### config.mk
export PLATFORM = sky130hd
export DESIGN_NAME = instruction_fetch_queue
export DESIGN_NICKNAME = d
export VERILOG_FILES = /design/src/rtl/cpu_pkg.sv /design/src/rtl/ifq_fifo.sv /design/src/rtl/instruction_fetch_queue.sv
export SDC_FILE = /design/constraint.sdc
export NUM_CORES = 1
export LEC_CHECK = 0
export BUFFER_PORTS_ARGS = -buffer_cell sky130_fd_sc_hd__buf_2
export CORE_MARGIN = 2
export CORE_UTILIZATION = 55
export CTS_CLUSTER_SIZE = 24
export DETAILED_ROUTE_END_ITERATION = 8
export GPL_TIMING_DRIVEN = 0
export PLACE_DENSITY = 0.73
export SYNTH_ARGS = -nofsm -noshare
export SYNTH_HDL_FRONTEND = slang
export SYNTH_SLANG_ARGS = --single-unit
### constraint.sdc
create_clock -name clock -period 4.3 [get_ports clock]
set_clock_uncertainty 0.05 [all_clocks]
set_input_delay 0.43 -clock clock [delete_from_list [all_inputs] [get_ports clock]]
set_output_delay 0.43 -clock clock [all_outputs]
set_load 0.02 [all_outputs]
### src/rtl/cpu_pkg.sv
// Shared RV32I core definitions: data width, canonical NOP, fetch FSM states,
// fetch queue entry layout and the base opcode map used by decode.
package cpu_pkg;

    localparam int XLEN = 32;

    localparam logic [XLEN-1:0] NOP_INSTR = 32'h0000_0013;

    localparam logic [6:0] OPC_LUI      = 7'b0110111;
    localparam logic [6:0] OPC_AUIPC    = 7'b0010111;
    localparam logic [6:0] OPC_JAL      = 7'b1101111;
    localparam logic [6:0] OPC_JALR     = 7'b1100111;
    localparam logic [6:0] OPC_BRANCH   = 7'b1100011;
    localparam logic [6:0] OPC_LOAD     = 7'b0000011;
    localparam logic [6:0] OPC_STORE    = 7'b0100011;
    localparam logic [6:0] OPC_OP_IMM   = 7'b0010011;
    localparam logic [6:0] OPC_OP       = 7'b0110011;
    localparam logic [6:0] OPC_MISC_MEM = 7'b0001111;
    localparam logic [6:0] OPC_SYSTEM   = 7'b1110011;

    typedef enum logic [1:0] {
        REQ       = 2'd0,
        WAIT      = 2'd1,
        FLUSHWAIT = 2'd2
    } fetch_state_t;

    typedef struct packed {
        logic [XLEN-1:0] pc;
        logic [XLEN-1:0] instr;
    } fetch_entry_t;

    function automatic logic [XLEN-1:0] word_align(input logic [XLEN-1:0] addr);
        return addr & ~XLEN'(3);
    endfunction

endpackage

### src/rtl/ifq_fifo.sv
// Circular buffer of {pc, instr} fetch entries, DEPTH a power of two.
// Latency: a push is visible at the head the cycle after it is written.
// Backpressure: pushes while full and pops while empty are ignored; flush wins.
module ifq_fifo
    import cpu_pkg::*;
#(
    parameter int DEPTH = 4
) (
    input  logic                   clock,
    input  logic                   reset_n,
    input  logic                   push,
    input  fetch_entry_t           push_dat,
    input  logic                   pop,
    input  logic                   flush,
    output fetch_entry_t           head_dat,
    output logic [$clog2(DEPTH):0] count
);

    localparam int AW = $clog2(DEPTH);
    localparam logic [AW-1:0] PTR_MASK = AW'(DEPTH - 1);
    localparam logic [AW-1:0] PTR_ONE  = AW'(1);
    localparam logic [AW:0]   CNT_ONE  = (AW + 1)'(1);
    localparam logic [AW:0]   CNT_FULL = (AW + 1)'(DEPTH);

    fetch_entry_t  mem [DEPTH];
    logic [AW-1:0] rd_ptr;
    logic [AW-1:0] wr_ptr;
    logic          do_push;
    logic          do_pop;

    assign do_push  = push && (count != CNT_FULL);
    assign do_pop   = pop && (count != '0);
    assign head_dat = mem[rd_ptr];

    always_ff @(posedge clock or negedge reset_n) begin
        if (!reset_n) begin
            rd_ptr <= '0;
            wr_ptr <= '0;
            count  <= '0;
            for (int i = 0; i < DEPTH; i++) begin
                mem[i] <= '0;
            end
        end else if (flush) begin
            // Storage is left as-is; only the pointers and occupancy are discarded.
            rd_ptr <= '0;
            wr_ptr <= '0;
            count  <= '0;
        end else begin
            if (do_push) begin
                mem[wr_ptr] <= push_dat;
                wr_ptr      <= (wr_ptr + PTR_ONE) & PTR_MASK;
            end
            if (do_pop) begin
                rd_ptr <= (rd_ptr + PTR_ONE) & PTR_MASK;
            end
            if (do_push && !do_pop) begin
                count <= count + CNT_ONE;
            end else if (!do_push && do_pop) begin
                count <= count - CNT_ONE;
            end
        end
    end

endmodule

### src/rtl/instruction_fetch_queue.sv
// Fetch stage: one outstanding imem request, returned words queued with their PC for decode.
// Latency: request to instrValid is k+1 cycles (same cycle as the response with IFQ_BYPASS_EN).
// Backpressure: decodeReady low fills the queue, then requests stop; redirect flushes everything.
module instruction_fetch_queue
    import cpu_pkg::*;
#(
    parameter int              DEPTH    = 4,
    parameter logic [XLEN-1:0] RESET_PC = 32'h0000_0000
) (
    input  logic                   clock,
    input  logic                   reset_n,
    output logic                   imemReq,
    output logic [XLEN-1:0]        imemAddr,
    input  logic                   imemValid,
    input  logic [XLEN-1:0]        imemData,
    input  logic                   redirectValid,
    input  logic [XLEN-1:0]        redirectPc,
    output logic [XLEN-1:0]        instr,
    output logic [XLEN-1:0]        instrPc,
    output logic                   instrValid,
    input  logic                   decodeReady,
    output logic [$clog2(DEPTH):0] count
);

    localparam int              CW       = $clog2(DEPTH) + 1;
    localparam logic [CW-1:0]   CNT_FULL = CW'(DEPTH);
    localparam logic [XLEN-1:0] PC_STEP  = XLEN'(4);

    fetch_state_t state;
    logic [XLEN-1:0] pc;
    logic            queue_busy;
    logic            resp_take;
    logic            bypass;
    logic            fifo_push;
    logic            fifo_pop;
    fetch_entry_t    push_entry;
    fetch_entry_t    head;

    assign queue_busy = (count != '0);

    // The request is decided in REQ itself so the next fetch follows a response
    // by one cycle; reset_n keeps the strobe low while reset is held.
    assign imemReq  = reset_n && (state == REQ) && !redirectValid && (count != CNT_FULL);
    assign imemAddr = pc;

    assign resp_take = (state == WAIT) && imemValid && !redirectValid;

`ifdef IFQ_BYPASS_EN
    assign bypass = resp_take && !queue_busy && decodeReady;
`else
    assign bypass = 1'b0;
`endif

    assign fifo_push  = resp_take && !bypass;
    assign fifo_pop   = queue_busy && decodeReady;
    assign push_entry = '{pc: pc, instr: imemData};

    assign instrValid = queue_busy || bypass;
    assign instr      = bypass ? imemData : head.instr;
    assign instrPc    = bypass ? pc : head.pc;

    ifq_fifo #(
        .DEPTH(DEPTH)
    ) u_fifo (
        .clock    (clock),
        .reset_n  (reset_n),
        .push     (fifo_push),
        .push_dat (push_entry),
        .pop      (fifo_pop),
        .flush    (redirectValid),
        .head_dat (head),
        .count    (count)
    );

    always_ff @(posedge clock or negedge reset_n) begin
        if (!reset_n) begin
            state <= REQ;
            pc    <= RESET_PC;
        end else if (redirectValid) begin
            pc <= word_align(redirectPc);
            // A request still in flight must be absorbed before fetching again.
            if ((state != REQ) && !imemValid) begin
                state <= FLUSHWAIT;
            end else begin
                state <= REQ;
            end
        end else begin
            unique case (state)
                REQ: begin
                    if (imemReq) begin
                        state <= WAIT;
                    end
                end
                WAIT: begin
                    if (imemValid) begin
                        pc    <= pc + PC_STEP;
                        state <= REQ;
                    end
                end
                FLUSHWAIT: begin
                    if (imemValid) begin
                        state <= REQ;
                    end
                end
                default: state <= REQ;
            endcase
        end
    end

endmodule

Word level (Yosys, flattened, before mapping):

Index checks and enable logic that the tools add are counted.

* memories kept: 0
* input bits: 69
* logic and storage cells: 78
* output and inout port bits: 101
* RAM bits: 0
* bits in latches: 0
* memory bits (read-only): 0
* register bits after elaboration: 297

* div/mod/pow operators: 0
* bitwise logic cells: 3
* muxes and demuxes: 21
* add/sub/neg operators: 5
* reductions and logical operators: 28
* equal/unequal tests: 5
* multiply operators: 0
* shifts and indexed selects: 0
* $lt $le $gt $ge: 3

Operators with widths (number)
* 256-bit bitwise mux: 1
* 64-bit two-way mux: 3
* 64-bit binary-select mux with 2-bit select: 1
* 64-bit demux with 2-bit select: 1
* 32-bit two-way mux: 3
* 32-bit by 3-bit adder with 32-bit output (second input constant): 1
* 2-bit two-way mux: 8
* 1-bit logical AND: 12
* 2-bit nonzero test: 5
* 3-bit two-way mux: 3
* 3-bit >= comparator (second input constant): 2
* 3-bit != test (second input constant): 2
* 2-bit inverter with 3-bit output: 2
* 2-bit AND reduction: 3
* 3-bit nonzero test: 2
* 2-bit by 1-bit adder with 2-bit output (second input constant): 2
* 1-bit zero test: 4
* 2-bit one-hot mux with 2 select lines: 1
* 3-bit by 1-bit adder with 3-bit output (second input constant): 1
* 3-bit by 1-bit less-than comparator with 1-bit output (second input constant): 1
* 3-bit by 1-bit != test with 1-bit output (second input constant): 1
* 3-bit by 1-bit subtractor with 3-bit output (second input constant): 1
* 2-bit by 1-bit equality test with 1-bit output (second input constant): 1
* 2-bit equality test (second input constant): 1
* 3 further kinds: 3

Depth between registers and ports, before layout:

Gate-level depths: netlist of run 1.

* depth in word-level cells: 9
* depth in mapped cells: 11
* gate-level depth less buffers: 10

Hierarchy:

A second synthesis of run 1 with hierarchy kept.

* cells, all modules: 880
* area, all modules: 13825.8 µm²

Modules (own cells, without submodules)
* ifq_fifo: area each 11937.7 µm², instances 1, seq. area each 6581.3 µm², cells each 676
* instruction_fetch_queue: area each 1888.1 µm², instances 1, seq. area each 800.8 µm², cells each 204

Least setup slack after synthesis of run 1:

No wires, ideal clock.

* path type: register to register
* start: reg state[1]
* end: reg u_fifo.count[1]
* arrival: 2.385 ns
* setup time: 0.066 ns
* buffers on the path: 1
* data required time: 4.184 ns
* cell stages (with the launch flop): 10
* setup slack: 1.800 ns
* period minus slack after synthesis: 2.500 ns
* cell sequence: dfrtp_1 inv_1 ha_1 buf_2 nand2_1 a211oi_2 nor2b_1 fa_1 a211oi_1 o221a_2

* cells in the longest elaborated chain, start to end: 7
* elaborated cells between the ends (all ways): 10
* those cells by class: eq/ne (1); mux (2); reduce/logical (7)

RTL lines
* start, declared: line instruction_fetch_queue.sv:29 `fetch_state_t state;`
* start signal, assigned: line instruction_fetch_queue.sv:77 `state <= REQ;`
* start signal, assigned: line instruction_fetch_queue.sv:83 `state <= FLUSHWAIT;`
* start signal, assigned: line instruction_fetch_queue.sv:85 `state <= REQ;`
* 2-bit by 1-bit equality test with 1-bit output *: line instruction_fetch_queue.sv:46 `assign resp_take = (state == WAIT) && imemValid && !redirectValid;`
* 1-bit logical AND * (2 in series): line instruction_fetch_queue.sv:46
* 1-bit logical AND *: line ifq_fifo.sv:31 `assign do_push = push && (count != CNT_FULL);`
* 1-bit logical AND / 1-bit zero test (equally long branches): line ifq_fifo.sv:56, ifq_fifo.sv:58
* 3-bit two-way mux / 1-bit logical AND (equally long branches): line ifq_fifo.sv:56, ifq_fifo.sv:58
* 3-bit two-way mux / 3-bit nonzero test (equally long branches)
* end signal, assigned: line ifq_fifo.sv:57 `count <= count + CNT_ONE;`
* end signal, assigned: line ifq_fifo.sv:59 `count <= count - CNT_ONE;`
* end, declared: line ifq_fifo.sv:16 `output logic [$clog2(DEPTH):0] count`

Mark *: on every way between the ends. The rest lies on a longest branch, timed or not.
A chain may end at the register's enable or synchronous reset.

Final worst setup path of run 1:

* start: reg u_fifo.rd_ptr[0]
* end: out instr[30]

* cells in the longest elaborated chain, start to end: 4

RTL lines
* start, declared: line ifq_fifo.sv:26 `logic [AW-1:0] rd_ptr;`
* start signal, assigned: line ifq_fifo.sv:54 `rd_ptr <= (rd_ptr + PTR_ONE) & PTR_MASK;`
* 2-bit inverter with 3-bit output (not written as such): line ifq_fifo.sv:33 `assign head_dat = mem[rd_ptr];`
* 64-bit binary-select mux with 2-bit select: line ifq_fifo.sv:33
* 64-bit two-way mux (not written as such) (2 in series): line ifq_fifo.sv:33
* end, declared: line instruction_fetch_queue.sv:18 `output logic [XLEN-1:0] instr,`

No other way between the ends. The select of a mux whose other input is x is not followed.

==> results of run 1 <==
metal layers:
| layer | vias to the layer above | routed length [microns] | track usage |
|---|---|---|---|
| met5 | - | 0 | 0 |
| met4 | 0 | 393 | 0.0420 |
| met3 | 29 | 1380 | 0.0348 |
| met2 | 223 | 14000 | 0.392 |
| met1 | 4243 | 12900 | 0.338 |
| li1 | 3733 | - | - |
power by group:
group,switching (mW),internal [mW]
logic,1.11,1.04
registers,0.254,3.18
clock network,1.03,1.44
total,2.39,5.66
what timing repair did:
item	in CTS	in global routing
resized for setup	0	0
hold buffers	1	0
hold endpoints to repair	77	0
final cells by class:
class / count / area (sq um) / share of cell area
flip-flops and latches: 287 / 7180 / 0.467
multi-input cells: 528 / 5570 / 0.362
repair buffers: 164 / 881 / 0.0573
clock buffers: 44 / 865 / 0.0563
well taps: 319 / 399 / 0.0260
plain buffers: 77 / 367 / 0.0239
clock inverters: 9 / 73.8 / 0.00480
inverters: 10 / 37.5 / 0.00244
final timing paths:
| check | end | start | slack (ps) |
|---|---|---|---|
| max | instr[30] | u_fifo.rd_ptr[0] | 810 |
| min | imemAddr[14] | redirectPc[14] | 30 |
| max reg2reg | u_fifo.count[1] | state[1] | 1470 |
| min reg2reg | u_fifo.mem[89] | u_fifo.mem[89] | 450 |
| max in group asynchronous | u_fifo.mem[250] | reset_n | 2790 |
| min in group asynchronous | u_fifo.mem[215] | reset_n | 410 |
state kept, by name, summed over array words and instances (netlist names):
| signal | count |
|---|---|
| imemAddr | 30 |
| state | 2 |
| u_fifo.count | 3 |
| u_fifo.mem | 248 |
| u_fifo.rd_ptr | 2 |
| u_fifo.wr_ptr | 2 |
cell families after synthesis:
group / share of synthesized area
XOR/XNOR: 0.0100
buffers and inverters: 0.0308
AND/OR/NAND/NOR: 0.0502
AO/OA/AOI/OAI: 0.0337
other: 0.000285
multiplexers: 0.320
flip-flops: 0.547
adder cells (fa/ha/maj): 0.00819
critical path, cell delays in order, from the launching register on:
cell and delay, ps:
dfrtp_1 320, clkbuf_1 620, buf_1 740, mux4_2 610, buf_2 180
layout by cell type, fill, tap and decap left out, types with 8 or more instances in the layout:
| cell type | instances |
|---|---|
| nor2_1 | 22 |
| mux2_2 | 248 |
| buf_2 | 197 |
| dfrtp_1 | 287 |
| inv_1 | 10 |
| o31ai_1 | 10 |
| nand4_1 | 9 |
| nand3_1 | 13 |
| mux4_2 | 62 |
| o21ai_0 | 21 |
| a31oi_1 | 14 |
| or4_1 | 11 |
| nand2_1 | 28 |
| clkbuf_16 | 31 |
| xnor2_1 | 8 |
| clkbuf_1 | 33 |
==> impl_metrics.csv, run 1 <==
group,metric,value,unit
outcome,status,"completed",
critical_path,reg2reg_depth,9,
synthesis,synthFlopType,"dfrtp_1",
placed_design,port-buffer-count,161,
grt,grt_max_degree,118,
die,ios,170,
critical_path,required,3820,ps
finish,final_cells,1438,
placed_design,placed_area,14400,sq um
synthesis,syn_area_per_cell,14.6,sq um
power_and_ir_drop,vdd_drop_max,0.429,mV
sta,fin_crit,3490,ps
die,die_width,159,microns
sta,hold_violations,0,
placed_design,gp_congestion,0.829,
synthesis,yosysSeqAreaShare,0.547,
placed_design,placedCellCount,1384,
finish,final_util,0.655,
finish,num_antenna_cells,0,
sta,hold_ws,33.9,ps
sta,final.setup.tns,0,ps
drt,routed-via-count,8228,
critical_path,crit_path_start_kind,"register",
finish,area_growth,17.0,%
sta,rsz0062_at_grt,"no",
placed_design,place_hpwl,19200,microns
clocking,cts_buffers,31,
clocking,clkSlewWorstSetupHoldPaths,60,ps
synthesis,synth_area,13100,sq um
synthesis,synthTopCellsByArea,"dfrtp_1, mux2_2, mux4_2",
grt,grt_pass1_vias,8422,
critical_path,cp_max_fo,10,
synthesis,netlist.top_cell.by_area,"dfrtp_1",
synthesis,yosys.cell_count.top_type,"dfrtp_1",
sta,slew-limit-headroom,0.411,
finish,final_area,15400,sq um
drt,first_iter_violations,436,
placed_design,dpl_worst_slack,1230,ps
grt,grt_antenna_before_repair,0,
clocking,cts_setup_buffers,0,
min_path,hold_depth,3,
power_and_ir_drop,power,8.05,mW
synthesis,netlist_instances,899,
critical_path,critical_path_class,"reg -> out",
sta,final_max_slew_viol_count,0,
sta,finalCritPeriodShare,0.811,
grt,grt_usage,0.236,
critical_path,cp_data_arrival_time,3010,ps
synthesis,yosysWarnings,0,
die,die_y,159,microns
drt,drt_wl_total,28700,microns
job,maxCapViolCount,0,
synthesis,synth_cell_types,49,
finish,drive_gt1_frac,0.513,
drt,wl_per_cell,20.0,microns
die,start_util,0.560,
synthesis,async_flop_share,1.00,
sta,tightest_slew,884,ps
min_path,min_path_type,"in -> reg",
drt,route.detailed.drc,0,
drt,final_antenna_net_count,0,
finish,num-fill-cells,1778,
clocking,clkLatencyLatePin,550,ps
drt,routed_via_density,5.72,
clocking,cts_root_buf,"clkbuf_16",
sta,fmax,287,MHz
clocking,cts_sinks,287,
die,die_area,25100,sq um
finish,nNetsFinal,1176,
die,core,23500,sq um
sta,finalSetupViolCount,0,
synthesis,synth_common_cells,"dfrtp_1, mux2_2, mux4_2, buf_2, nand2_1",
power_and_ir_drop,p_leak,7.29,nW
clocking,htree_levels,1,
synthesis,synth-seq-cells,287,
clocking,cts_buffer_depth,3,
drt,first_pass_iters,4,
die,rows,56,
critical_path,end_kind,"output pin",
power_and_ir_drop,p_per_area,524,nW/um^2
sta,setup_ws,811,ps
grt,grt.overflow.total,0,
synthesis,synth_edf_count,0,
clocking,tritoncts,"built",
synthesis,yosysTopAreaCellShare,0.547,
grt,grt_pass1_wl,45800,microns
Note: power is estimated with default switching activity, not from simulation.
==> run 2, diff against run 1 <==
- CORE_UTILIZATION: 55 -> 52
- clock period: 4.3 -> 2.95 ns (I/O delays scaled with it)
==> impl_metrics.csv, run 2 (synthesis results as in run 1) <==
group,metric,value,unit
outcome,status,"completed",
drt,first_pass_iters,5,
critical_path,critical_path_class,"reg -> out",
clocking,clkLatencyLatePin,500,ps
finish,area_growth,20.0,%
die,ios,170,
critical_path,crit_path_start_kind,"register",
drt,route.detailed.drc,0,
clocking,cts_buffers,34,
drt,wl_met1,13000,microns
clocking,tritoncts,"built",
power_and_ir_drop,comb_power_share,0.258,
sta,finalSetupViolCount,0,
drt,drt_wl_total,29600,microns
grt,grt_max_degree,112,
drt,routed_via_density,5.72,
sta,fmax,358,MHz
grt,grt_antenna_before_repair,0,
placed_design,port-buffer-count,161,
placed_design,gp_congestion,0.818,
power_and_ir_drop,netSwitchingFraction,0.292,
finish,nNetsFinal,1194,
sta,tightest_slew,751,ps
power_and_ir_drop,p_per_area,779,nW/um^2
die,die_area,26600,sq um
power_and_ir_drop,switchingPower,3.58,mW
clocking,htree_levels,2,
placed_design,place_hpwl,19800,microns
grt,grt_pass1_vias,8622,
drt,maxUsedRoutingLayer,"met4",
clocking,clkSlewWorstSetupHoldPaths,60,ps
die,core,25000,sq um
power_and_ir_drop,vdd_drop_max,0.507,mV
critical_path,cp_max_fo,10,
drt,final_antenna_net_count,0,
min_path,min_path_type,"in -> reg",
sta,final_max_slew_viol_count,0,
sta,slew-limit-headroom,0.499,
grt,grt.overflow.total,0,
clocking,cts_buffer_depth,3,
power_and_ir_drop,clockPowerShare,0.334,
die,die_y,163,microns
drt,wl_met2,14500,microns
drt,first_iter_violations,435,
power_and_ir_drop,intPower,8.70,mW
finish,layout_common_cells,"dfrtp_1, mux2_2, buf_2",
finish,drive_gt1_frac,0.517,
die,rows,58,
sta,final.setup.tns,0,ps
critical_path,required,2610,ps
critical_path,cp_data_arrival_time,2450,ps
power_and_ir_drop,seqPwrFrac,0.408,
grt,grt_pass1_wl,47000,microns
drt,met3_length,1630,microns
power_and_ir_drop,p_leak,7.46,nW
finish,largest_reg_flops,248,
die,die_width,163,microns
finish,largest_register,"u_fifo.mem",
sta,setup_ws,154,ps
sta,rsz0062_at_grt,"no",
sta,hold_ws,21.6,ps
job,maxCapViolCount,0,
clocking,cts_root_buf,"clkbuf_16",
drt,wl_per_cell,20.2,microns
sta,hold_violations,0,
finish,num_antenna_cells,0,
critical_path,end_kind,"output pin",
placed_design,dpl_worst_slack,-37.9,ps
finish,layout_commonest_cell,"dfrtp_1",
sta,fin_crit,2800,ps
die,start_util,0.526,
clocking,cts_sinks,287,
drt,routed-via-count,8391,
grt,grt_usage,0.228,
sta,finalCritPeriodShare,0.948,
-- run 2: area by class of cell --
class	count	area (sq um)
clock buffer	48	1040
timing repair buffer	181	1070
clock inverter	9	78.8
sequential	287	7180
buffer	75	375
fill	1899	9200
multi-input combinational	528	5570
inverter	10	37.5
tap	330	413
-- run 2: worst max-delay path: stages, from the launching register on --
cell and delay, ps:
dfrtp_1 700, clkbuf_1 640, mux4_2 430, buf_2 180
-- run 2: power by group through the flow --
stage / clock network (mW) / logic, mW / registers, mW
final: 4.11 / 3.16 / 5.01
after global routing: 4.36 / 3.40 / 5.10
after CTS: 4.20 / 3.21 / 5.02
after detailed placement: 0 / 3.18 / 5.07
after global placement: 0 / 3.12 / 5.03
after floorplan: 0 / 2.20 / 4.98
-- run 2: worst paths after layout --
kind	startpoint	endpoint	slack [ps]	depth (start not counted)
max in group asynchronous	reset_n	u_fifo.mem[183]	1990	3
min in group asynchronous	reset_n	u_fifo.mem[85]	380	3
hold / removal	redirectPc[8]	imemAddr[8]	20	3
setup / recovery	u_fifo.rd_ptr[1]	instrPc[11]	150	3
setup reg to reg	state[1]	u_fifo.count[1]	190	9
hold reg to reg	u_fifo.mem[92]	u_fifo.mem[92]	450	1
-- run 2: what timing repair did --
action | CTS | global route
hold buffers | 18 | 0
endpoints found under the hold margin | 96 | 0
buffers inserted | 0 | 0
setup endpoints to repair | 59 | 135
resized for setup | 6 | 1
gates cloned | 0 | 0
-- run 2: through the flow --
stage               instance area [sq um]  instances  power, mW   util
floorplan                           13200        902       7.19      -
global placement                    14400       1393       8.15  0.576
detailed placement                  14400       1395       8.25  0.578
CTS                                 15800       1468       12.4  0.631
global route                        15800       1468       12.9  0.632
finish                              15800       1468       12.3  0.632
-- run 2: metal layers --
layer | vias up | global-route usage
met5 | - | 0
met4 | 0 | 0.0523
met3 | 39 | 0.0438
met2 | 246 | 0.376
met1 | 4322 | 0.319
li1 | 3784 | -
==> run 3, diff against run 2 <==
- CORE_UTILIZATION: 52 -> 53
- PLACE_DENSITY: 0.73 -> 0.74
- SYNTH_HIERARCHICAL: not set -> 1
==> impl_metrics.csv, run 3 <==
group,metric,value,unit
sta,hold_violations,0,
grt,grt_antenna_before_repair,0,
critical_path,crit_slowest_cell,"dfrtp_2",
finish,num-fill-cells,1880,
sta,fin_crit,2790,ps
clocking,htree_levels,1,
placed_design,place_hpwl,19400,microns
critical_path,cp_max_fo,11,
synthesis,synth_cell_types,56,
synthesis,synthFlopType,"dfrtp_1",
drt,routed-via-count,8302,
grt,grt_pass1_vias,8829,
placed_design,placedCellCount,1390,
synthesis,syn_area_per_cell,15.7,sq um
outcome,status,"completed",
finish,layout_commonest_cell,"dfrtp_1",
finish,seq_area,7380,sq um
grt,grt_pass1_wl,48200,microns
critical_path,cp_slowest_stage_delay,490,ps
clocking,cts_sinks,295,
drt,first_iter_violations,449,
finish,layout_common_cells,"dfrtp_1, buf_2, mux2_2",
clocking,cts_buffers,30,
drt,drt_wl_total,30500,microns
die,die_y,166,microns
finish,nNetsFinal,1230,
finish,final_cells,1509,
critical_path,cp_data_arrival_time,3170,ps
synthesis,synth-seq-cells,295,
die,start_util,0.535,
sta,finalCritPeriodShare,0.947,
grt,grt_usage,0.228,
critical_path,crit_path_start_kind,"register",
placed_design,gp_congestion,0.826,
synthesis,netlist.top_cell.by_area,"dfrtp_1",
die,core,25800,sq um
synthesis,yosysWarnings,6,
die,ios,170,
drt,first_pass_iters,4,
critical_path,end_kind,"register",
synthesis,synth_edf_count,0,
drt,final_antenna_net_count,0,
drt,route.detailed.drc,0,
finish,multi_input_area,5980,sq um
grt,grt_max_degree,115,
clocking,clkLatencyLatePin,550,ps
drt,routed_via_density,5.50,
clocking,tritoncts,"built",
grt,grt.overflow.total,0,
critical_path,required,3330,ps
clocking,cts_root_buf,"clkbuf_16",
clocking,cts_buffer_depth,3,
power_and_ir_drop,power,11.4,mW
sta,finalSetupViolCount,0,
finish,drive_gt1_frac,0.436,
die,rows,59,
synthesis,synthTopCellsByArea,"dfrtp_1, mux4_2, mux2_2",
critical_path,cp_cell_sequence,"or3_1 > and2_1 > clkbuf_1 > o21ai_0 > and3_2 > fa_1 > and3b_1 > a311oi_1 > a211oi_1",
die,die_area,27400,sq um
sta,tightest_slew,858,ps
sta,fmax,358,MHz
placed_design,port-buffer-count,164,
synthesis,synth_common_cells,"dfrtp_1, mux2_2, mux2_1, mux4_2, mux2_4",
power_and_ir_drop,vdd_drop_max,0.491,mV
synthesis,async_flop_share,1.00,
sta,slew-limit-headroom,0.428,
finish,largest_reg_flops,256,
clocking,clkSlewWorstSetupHoldPaths,60,ps
finish,largest_register,"u_fifo/mem",
drt,wl_per_cell,20.2,microns
synthesis,yosysSeqAreaShare,0.534,
sta,final_max_slew_viol_count,0,
synthesis,yosysTopAreaCellShare,0.534,
power_and_ir_drop,p_per_area,676,nW/um^2
power_and_ir_drop,p_leak,8.43,nW
sta,rsz0062_at_grt,"no",
finish,area_growth,21.7,%
min_path,min_path_type,"in -> reg",
synthesis,yosys.cell_count.top_type,"dfrtp_1",
job,maxCapViolCount,0,
synthesis,netlist_instances,880,
synthesis,synth_area,13800,sq um
finish,final_util,0.651,
finish,num_antenna_cells,0,
critical_path,critical_path_class,"reg -> reg",
critical_path,r2r_slack,160,ps
die,die_width,166,microns
-- run 3: changes by cell type after synthesis, moves of 11 or more --
| cell | previous run | this run |
|---|---|---|
| o21ai_1 | 0 | 16 |
| mux2_4 | 0 | 60 |
| nand2_1 | 28 | 39 |
| a31oi_1 | 14 | 0 |
| buf_2 | 37 | 7 |
| mux2_2 | 248 | 114 |
| or4_1 | 11 | 0 |
| buf_6 | 1 | 19 |
| xor2_1 | 7 | 23 |
| mux2_1 | 0 | 84 |
-- run 3: where the power goes --
part           switching (mW)  internal, mW  leakage [nW]
Combinational            1.30          1.44          3.98
Sequential              0.378          4.56          3.98
Clock                    1.52          2.17         0.477
Total                    3.20          8.18          8.43
-- run 3: layout make-up --
class / count / area share
Multi-Input combinational cell: 531 / 0.355
Sequential cell: 295 / 0.439
Tap cell: 335 / 0.0249
Buffer: 53 / 0.0288
Clock inverter: 6 / 0.00327
Inverter: 10 / 0.00223
Clock buffer: 47 / 0.0538
Timing Repair Buffer: 232 / 0.0929
-- run 3: kinds of logic after synthesis --
group	synth area share
mux	0.332
flops	0.534
simple gates	0.0512
buf+inv	0.0362
compound gates	0.0188
xor+xnor	0.0196
fa+ha+maj	0.00778
other cells	0.000271
-- run 3: worst max-delay path: cells and delay by family, from the launching register on --
kind                       cells  cell delay, ps
buffers and inverters          1             330
AOI/OAI and AO/OA              3             580
adders and majority gates      1             420
and+or+nand+nor                4             800
DFF                            1             490
-- run 3: worst paths after layout --
kind,startpoint,to,cells after the start
max in group asynchronous,reset_n,u_fifo/mem[176],3
min reg2reg,u_fifo/mem[52],u_fifo/mem[52],1
min,redirectValid,imemAddr[15],2
min in group asynchronous,reset_n,u_fifo/mem[208],3
max reg2reg,u_fifo/count[1],u_fifo/count[2],9
max,u_fifo/count[1],u_fifo/count[2],9
-- run 3: repair_timing --
item                       in CTS  in global routing
gates cloned                    0                  0
pin swaps                       0                  0
resized for setup               5                  7
setup buffers                   0                  0
hold endpoints to repair      237                  0
hold buffers                   66                  0
setup endpoints to repair      50                 39
-- run 3: stage by stage --
| step | TNS [ps] | setup slack, ps | hold slack (ps) | instance area (sq um) |
|---|---|---|---|---|
| 3_5_place_dp | 0 | 175 | 277 | 15200 |
| 5_1_grt | 0 | 8.85 | 183 | 16800 |
| 2_1_floorplan | 0 | 301 | -50.6 | 13900 |
| 4_1_cts | 0 | 15.9 | 124 | 16800 |
| 6_report | 0 | 158 | 160 | 16800 |
| 3_3_place_gp | -1189300 | -4020 | 418 | 15100 |
-- run 3: metal layers --
layer | vias to the layer above | global-route usage | part of all wire
met5 | - | 0 | 0
met4 | 0 | 0.0545 | 0.020
met3 | 47 | 0.0375 | 0.048
met2 | 184 | 0.383 | 0.49
met1 | 4310 | 0.313 | 0.44
li1 | 3761 | - | -
